===== config.mk =====
export PLATFORM = sky130hd
export DESIGN_NAME = seq_pattern_generator_flat
export DESIGN_NICKNAME = d
export VERILOG_FILES = /design/src/rtl/seq_pattern_generator_if.sv /design/src/rtl/seq_pattern_generator.sv /design/src/flat_wrapper.sv
export SDC_FILE = /design/constraint.sdc
export NUM_CORES = 1
export LEC_CHECK = 0
export BUFFER_PORTS_ARGS = -buffer_cell sky130_fd_sc_hd__buf_2
export CAP_MARGIN = 5
export CORE_UTILIZATION = 42
export DETAILED_ROUTE_END_ITERATION = 10
export SYNTH_ARGS = -nofsm -noshare
export SYNTH_HDL_FRONTEND = slang
export SYNTH_SLANG_ARGS = --single-unit

===== constraint.sdc =====
create_clock -name clk -period 1.9 [get_ports clk]
set_input_delay 0.095 -clock clk [delete_from_list [all_inputs] [get_ports clk]]
set_output_delay 0.095 -clock clk [all_outputs]
set_load 0.01 [all_outputs]

===== src/rtl/seq_pattern_generator_if.sv =====
// Control and serial-output bundle for seq_pattern_generator.
// The bench drives through the master modport; the generator sits on the slave modport.
interface seq_pattern_generator_if #(
    parameter int unsigned MAX_LEN = 8
);
    logic               start;
    logic               abort;
    logic [MAX_LEN-1:0] pattern;
    logic [3:0]         len;
    logic [3:0]         rep;
    logic [2:0]         gap;

    logic               dout;
    logic               valid;
    logic               busy;
    logic               done;
    logic               err;

    modport master (
        output start, abort, pattern, len, rep, gap,
        input  dout, valid, busy, done, err
    );

    modport slave (
        input  start, abort, pattern, len, rep, gap,
        output dout, valid, busy, done, err
    );
endinterface


===== src/rtl/seq_pattern_generator.sv =====
// Serial pattern generator: sends a captured pattern MSB-first, repeated rep times with
// gap idle cycles between repetitions. Every output comes straight from a flop.
module seq_pattern_generator #(
    parameter int unsigned MAX_LEN = 8
) (
    input  logic                  clk,
    input  logic                  rst,
    seq_pattern_generator_if.slave bus
);

    localparam int unsigned IdxW = (MAX_LEN > 1) ? $clog2(MAX_LEN) : 1;

    typedef enum logic [1:0] {
        StIdle,
        StShift,
        StGap,
        StDone
    } state_e;

    state_e             state_q;
    logic [MAX_LEN-1:0] pattern_q;
    logic [IdxW-1:0]    top_idx_q;
    logic [IdxW-1:0]    bit_idx_q;
    logic [3:0]         rep_left_q;
    logic [2:0]         gap_q;
    logic [2:0]         gap_cnt_q;

    logic dout_q;
    logic valid_q;
    logic busy_q;
    logic done_q;
    logic err_q;

    // Lengths beyond MAX_LEN are clamped; start_idx is the first (MSB) bit to send.
    logic [3:0]      eff_len;
    logic [IdxW-1:0] start_idx;

    assign eff_len   = (32'(bus.len) > MAX_LEN) ? 4'(MAX_LEN) : bus.len;
    assign start_idx = IdxW'(eff_len - 4'd1);

    always_ff @(posedge clk) begin
        if (rst) begin
            state_q    <= StIdle;
            pattern_q  <= '0;
            top_idx_q  <= '0;
            bit_idx_q  <= '0;
            rep_left_q <= '0;
            gap_q      <= '0;
            gap_cnt_q  <= '0;
            dout_q     <= 1'b0;
            valid_q    <= 1'b0;
            busy_q     <= 1'b0;
            done_q     <= 1'b0;
            err_q      <= 1'b0;
        end else begin
            done_q <= 1'b0;
            err_q  <= 1'b0;
            unique case (state_q)
                StIdle: begin
                    if (bus.start) begin
                        if (bus.len == 4'd0) begin
                            err_q <= 1'b1;
                        end else begin
                            state_q    <= StShift;
                            pattern_q  <= bus.pattern;
                            top_idx_q  <= start_idx;
                            bit_idx_q  <= start_idx;
                            rep_left_q <= (bus.rep == 4'd0) ? 4'd1 : bus.rep;
                            gap_q      <= bus.gap;
                            gap_cnt_q  <= '0;
                            dout_q     <= bus.pattern[start_idx];
                            valid_q    <= 1'b1;
                            busy_q     <= 1'b1;
                        end
                    end
                end

                StShift: begin
                    if (bus.abort) begin
                        state_q    <= StIdle;
                        bit_idx_q  <= '0;
                        rep_left_q <= '0;
                        dout_q     <= 1'b0;
                        valid_q    <= 1'b0;
                        busy_q     <= 1'b0;
                    end else if (bit_idx_q != '0) begin
                        bit_idx_q <= bit_idx_q - 1'b1;
                        dout_q    <= pattern_q[bit_idx_q - 1'b1];
                    end else if (rep_left_q > 4'd1) begin
                        // rep_left_q counts the repetition now finishing, so >1 means more follow.
                        rep_left_q <= rep_left_q - 4'd1;
                        if (gap_q != 3'd0) begin
                            state_q   <= StGap;
                            gap_cnt_q <= gap_q;
                            dout_q    <= 1'b0;
                            valid_q   <= 1'b0;
                        end else begin
                            bit_idx_q <= top_idx_q;
                            dout_q    <= pattern_q[top_idx_q];
                        end
                    end else begin
                        state_q    <= StDone;
                        rep_left_q <= '0;
                        dout_q     <= 1'b0;
                        valid_q    <= 1'b0;
                        busy_q     <= 1'b0;
                        done_q     <= 1'b1;
                    end
                end

                StGap: begin
                    if (bus.abort) begin
                        state_q    <= StIdle;
                        gap_cnt_q  <= '0;
                        rep_left_q <= '0;
                        busy_q     <= 1'b0;
                    end else if (gap_cnt_q == 3'd1) begin
                        state_q   <= StShift;
                        gap_cnt_q <= '0;
                        bit_idx_q <= top_idx_q;
                        dout_q    <= pattern_q[top_idx_q];
                        valid_q   <= 1'b1;
                    end else begin
                        gap_cnt_q <= gap_cnt_q - 3'd1;
                    end
                end

                StDone: begin
                    state_q <= StIdle;
                end

                default: begin
                    state_q <= StIdle;
                end
            endcase
        end
    end

    assign bus.dout  = dout_q;
    assign bus.valid = valid_q;
    assign bus.busy  = busy_q;
    assign bus.done  = done_q;
    assign bus.err   = err_q;

endmodule


===== src/flat_wrapper.sv =====
// flat-port wrapper written by rule: the top's interface ports become plain ports
module seq_pattern_generator_flat 
#(
    parameter int unsigned MAX_LEN = 8
)
  (clk, rst, bus_start, bus_abort, bus_pattern, bus_len, bus_rep, bus_gap, bus_dout, bus_valid, bus_busy, bus_done, bus_err);
  seq_pattern_generator_if #(.MAX_LEN(MAX_LEN)) bus_i ();
  input  logic clk;
  input  logic rst;
  input wire logic [$bits(bus_i.start)-1:0] bus_start;
  input wire logic [$bits(bus_i.abort)-1:0] bus_abort;
  input wire logic [$bits(bus_i.pattern)-1:0] bus_pattern;
  input wire logic [$bits(bus_i.len)-1:0] bus_len;
  input wire logic [$bits(bus_i.rep)-1:0] bus_rep;
  input wire logic [$bits(bus_i.gap)-1:0] bus_gap;
  output wire logic [$bits(bus_i.dout)-1:0] bus_dout;
  output wire logic [$bits(bus_i.valid)-1:0] bus_valid;
  output wire logic [$bits(bus_i.busy)-1:0] bus_busy;
  output wire logic [$bits(bus_i.done)-1:0] bus_done;
  output wire logic [$bits(bus_i.err)-1:0] bus_err;
  assign bus_i.start = bus_start;
  assign bus_i.abort = bus_abort;
  assign bus_i.pattern = bus_pattern;
  assign bus_i.len = bus_len;
  assign bus_i.rep = bus_rep;
  assign bus_i.gap = bus_gap;
  assign bus_dout = bus_i.dout;
  assign bus_valid = bus_i.valid;
  assign bus_busy = bus_i.busy;
  assign bus_done = bus_i.done;
  assign bus_err = bus_i.err;
  seq_pattern_generator #(.MAX_LEN(MAX_LEN)) u_core (.clk(clk), .rst(rst), .bus(bus_i));
endmodule

==> results.yml <==
yosys:
  synth_area_leader_cell: "dfxtp_1"
  ys_ff_latch: 31
  synth_edf_count: 0
  synth_area_leaders: "dfxtp_1 (32%), ha_1 (7.8%), mux2i_1 (7.3%)"
  syn_area_mm2: 0.001931
  syn_inst: 212
  ys_seq_area_share_pct: 32.15
  synth_nets: 247
  yosys.area.top_type_share_pct: 32.15
  synth-async-reset-ratio_pct: 0
  syn_area_per_cell_um2: 9.107
  yosysWarnings: 0
  ys_types: 45
  ys.flop_type: "dfxtp_1"
routing:
  ant_nets: 0
  vias_per_cell: 5.364
  wl_per_cell_um: 14.49
  drt-initial-drc-count: 50
  routed_wirelength_um: 4694
  drt-pass1-iter-count: 4
  num_vias: 1738
  drc_errors: 0
placement:
  dp_hpwl_um: 3429
  gp_congestion: 0.8168
  port_buffers: 27
worst_setup_path:
  crit_chain: "inv_2 -> ha_4 -> or3b_4 -> a221oi_4 -> o21ai_2 -> or3_1 -> a21oi_2"
  slowest_stage: "or3_1"
  cp-end-kind: "register"
  cp_max_fo: 3
  arrival_ps: 2080
  crit_path_max_incr_delay_ps: 400
  path_class: "register to register"
  cp.required_ps: 2110
  worstSetupStartpointType: "register"
die:
  core_mm2: 0.004384
  io_pins: 28
  start_util_pct: 44.04
  rows: 24
  die_h_um: 69.80
  dieArea_mm2: 0.004872
  chipWidth_um: 69.80
final_layout:
  mostFrequentLayoutCells: "buf_4 (29), nor2_1 (27), buf_2 (27), dfxtp_1 (27), nand2_1 (15)"
  drive_gt1_share_pct: 37.87
  mostFrequentLayoutCell: "buf_4"
  areaGrowthSynthToFinish_pct: 29.49
  diodes: 0
  final_nets: 306
timing:
  finalSetupViolCount: 0
  hold_violations: 0
  skew_ps: 11.68
  whs_ps: 50.86
  worst_pin_slew_ps: 598.9
  relSlewSlack_pct: 60.07
  rsz0062_at_grt: "yes"
  max_freq_mhz: 534.4
  layout_worst_path_cycle_share_pct: 98.50
  setup_tns_ps: 0
  drv_slew: 0
  period_needed_ps: 1871
power_and_ir_drop:
  p_sw_mw: 0.8827
  p_seq_share_pct: 34.0
  switching_share_pct: 35.51
  power.share.clock_pct: 20.1
  p_leak_nw: 1.038
  peakVddDrop_uv: 518.4
  powerDensity_mw_per_mm2: 994.3
  comb_power_share_pct: 46.0
  power_mw: 2.486
  internal-power_mw: 1.603
clocking:
  cts_tree: "built"
  insertion_delay_ps: 280
  path_clk_slew_ps: 60
  ctsHtreeMaxLevel: 2
  cts_buffer_depth: 2
  cts_buffers: 5
  root_buffer: "clkbuf_8"
  clock-sinks: 31
outcome:
  status: "complete, no violations"
global_routing:
  grt_max_degree: 32
  grt_pass1_vias: 1725
  globalRouteOverflowTotal: 0
  antenna_found_initial: 0
  grt_pass1_wl_um: 8024
  globalRouteTotalUtil_pct: 20.43
hold_path:
  hold_path_class: "input port to register"
run:
  cap_violations: 0
-- power by group through the flow --
stage,sequential [mW],combinational [mW],clock (mW)
global placement,0.842,1.04,0
finish,0.844,1.14,0.499
global route,0.859,1.26,0.550
detailed placement,0.845,1.05,0
CTS,0.836,1.07,0.516
floorplan,0.831,0.677,0
-- cells by family (layout without fill, tap and decap cells) --
logic type	count (synthesis)	in the layout	synth area share (%)
flops	31	31	32.15
buf+inv	17	77	3.370
fa+ha+maj	12	12	7.777
mux	23	23	16.01
compound gates	50	50	19.38
xor+xnor	2	2	0.9075
simple gates	77	77	20.42
-- per-stage QoR --
step	setup slack (ps)	util [%]	instance area, µm²	instances
after detailed placement	-120.1	52.80	2315	311
after global routing	-44.80	57.02	2500	324
final	28.59	57.02	2500	324
after global placement	-88.19	52.80	2315	311
after CTS	2.774	55.02	2412	319
after floorplan	17.76	-	1931	212
-- repair_timing --
action	in CTS	in global routing
pin swaps	3	7
endpoints found under the setup margin	8	13
gates resized for setup	8	16
setup buffers	0	5
hold buffers	0	0
-- final timing paths --
check,from,end,slack (ps),cells after the start
worst max-delay path,u_core.gap_cnt_q[1]$_SDFFE_PP0P_,u_core.bit_idx_q[0]$_SDFFE_PP0P_,30,7
worst min-delay path,bus_gap[2],u_core.gap_q[2]$_SDFFE_PP0P_,50,3
worst max register to register,u_core.gap_cnt_q[1]$_SDFFE_PP0P_,u_core.bit_idx_q[0]$_SDFFE_PP0P_,30,7
worst min register to register,u_core.bit_idx_q[1]$_SDFFE_PP0P_,u_core.bit_idx_q[1]$_SDFFE_PP0P_,470,2
-- metal layers --
metal | GRT usage (%) | share of wire, % | up-vias
met2 | 31.94 | 46 | 26
met4 | 6.222 | 0.92 | 0
met1 | 27.92 | 50 | 817
met5 | 0 | 0 | -
li1 | - | - | 891
met3 | 4.797 | 2.8 | 4
-- final cells by class --
cell class | count | area [µm²]
Clock inverter | 1 | 5.005
Fill cell | 397 | 1884
Sequential cell | 31 | 625.6
Multi-Input combinational cell | 164 | 1303
Timing Repair Buffer | 58 | 384.1
Inverter | 11 | 41.29
Tap cell | 52 | 65.06
Clock buffer | 7 | 76.32
-- critical path, delay by kind of cell, from the launching register on --
kind / cells / cell delay, ps
simple gates: 2 / 790
compound gates: 3 / 510
flops: 1 / 310
fa+ha+maj: 1 / 130
buf+inv: 1 / 80
-- cells in the mapped netlist (2+ instances only) --
cell type / instances
a21oi_1: 11
nand3b_1: 2
nand3_1: 5
clkbuf_1: 5
o21ai_0: 12
xnor2_1: 2
or3_1: 3
dfxtp_1: 31
o311ai_0: 2
o211ai_1: 3
nand2_1: 15
inv_1: 11
nor3_1: 3
a311oi_1: 2
o21ai_2: 2
nor2_1: 27
mux4_2: 6
nand2b_1: 4
nor2b_1: 3
mux2_2: 3
mux2i_1: 14
ha_1: 12
nor3b_1: 5
a211oi_1: 6
a2bb2oi_1: 3
-- sequential cells by signal, summed over array words and instances, names as in the netlist --
signal,flops
u_core.bus.err,1
u_core.bus.done,1
u_core.pattern_q,8
u_core.bit_idx_q,3
u_core.top_idx_q,3
u_core.state_q,2
u_core.gap_cnt_q,3
u_core.bus.dout,1
u_core.gap_q,3
u_core.rep_left_q,4
u_core.bus.valid,1
u_core.bus.busy,1
(Power assumes the default switching activity.)
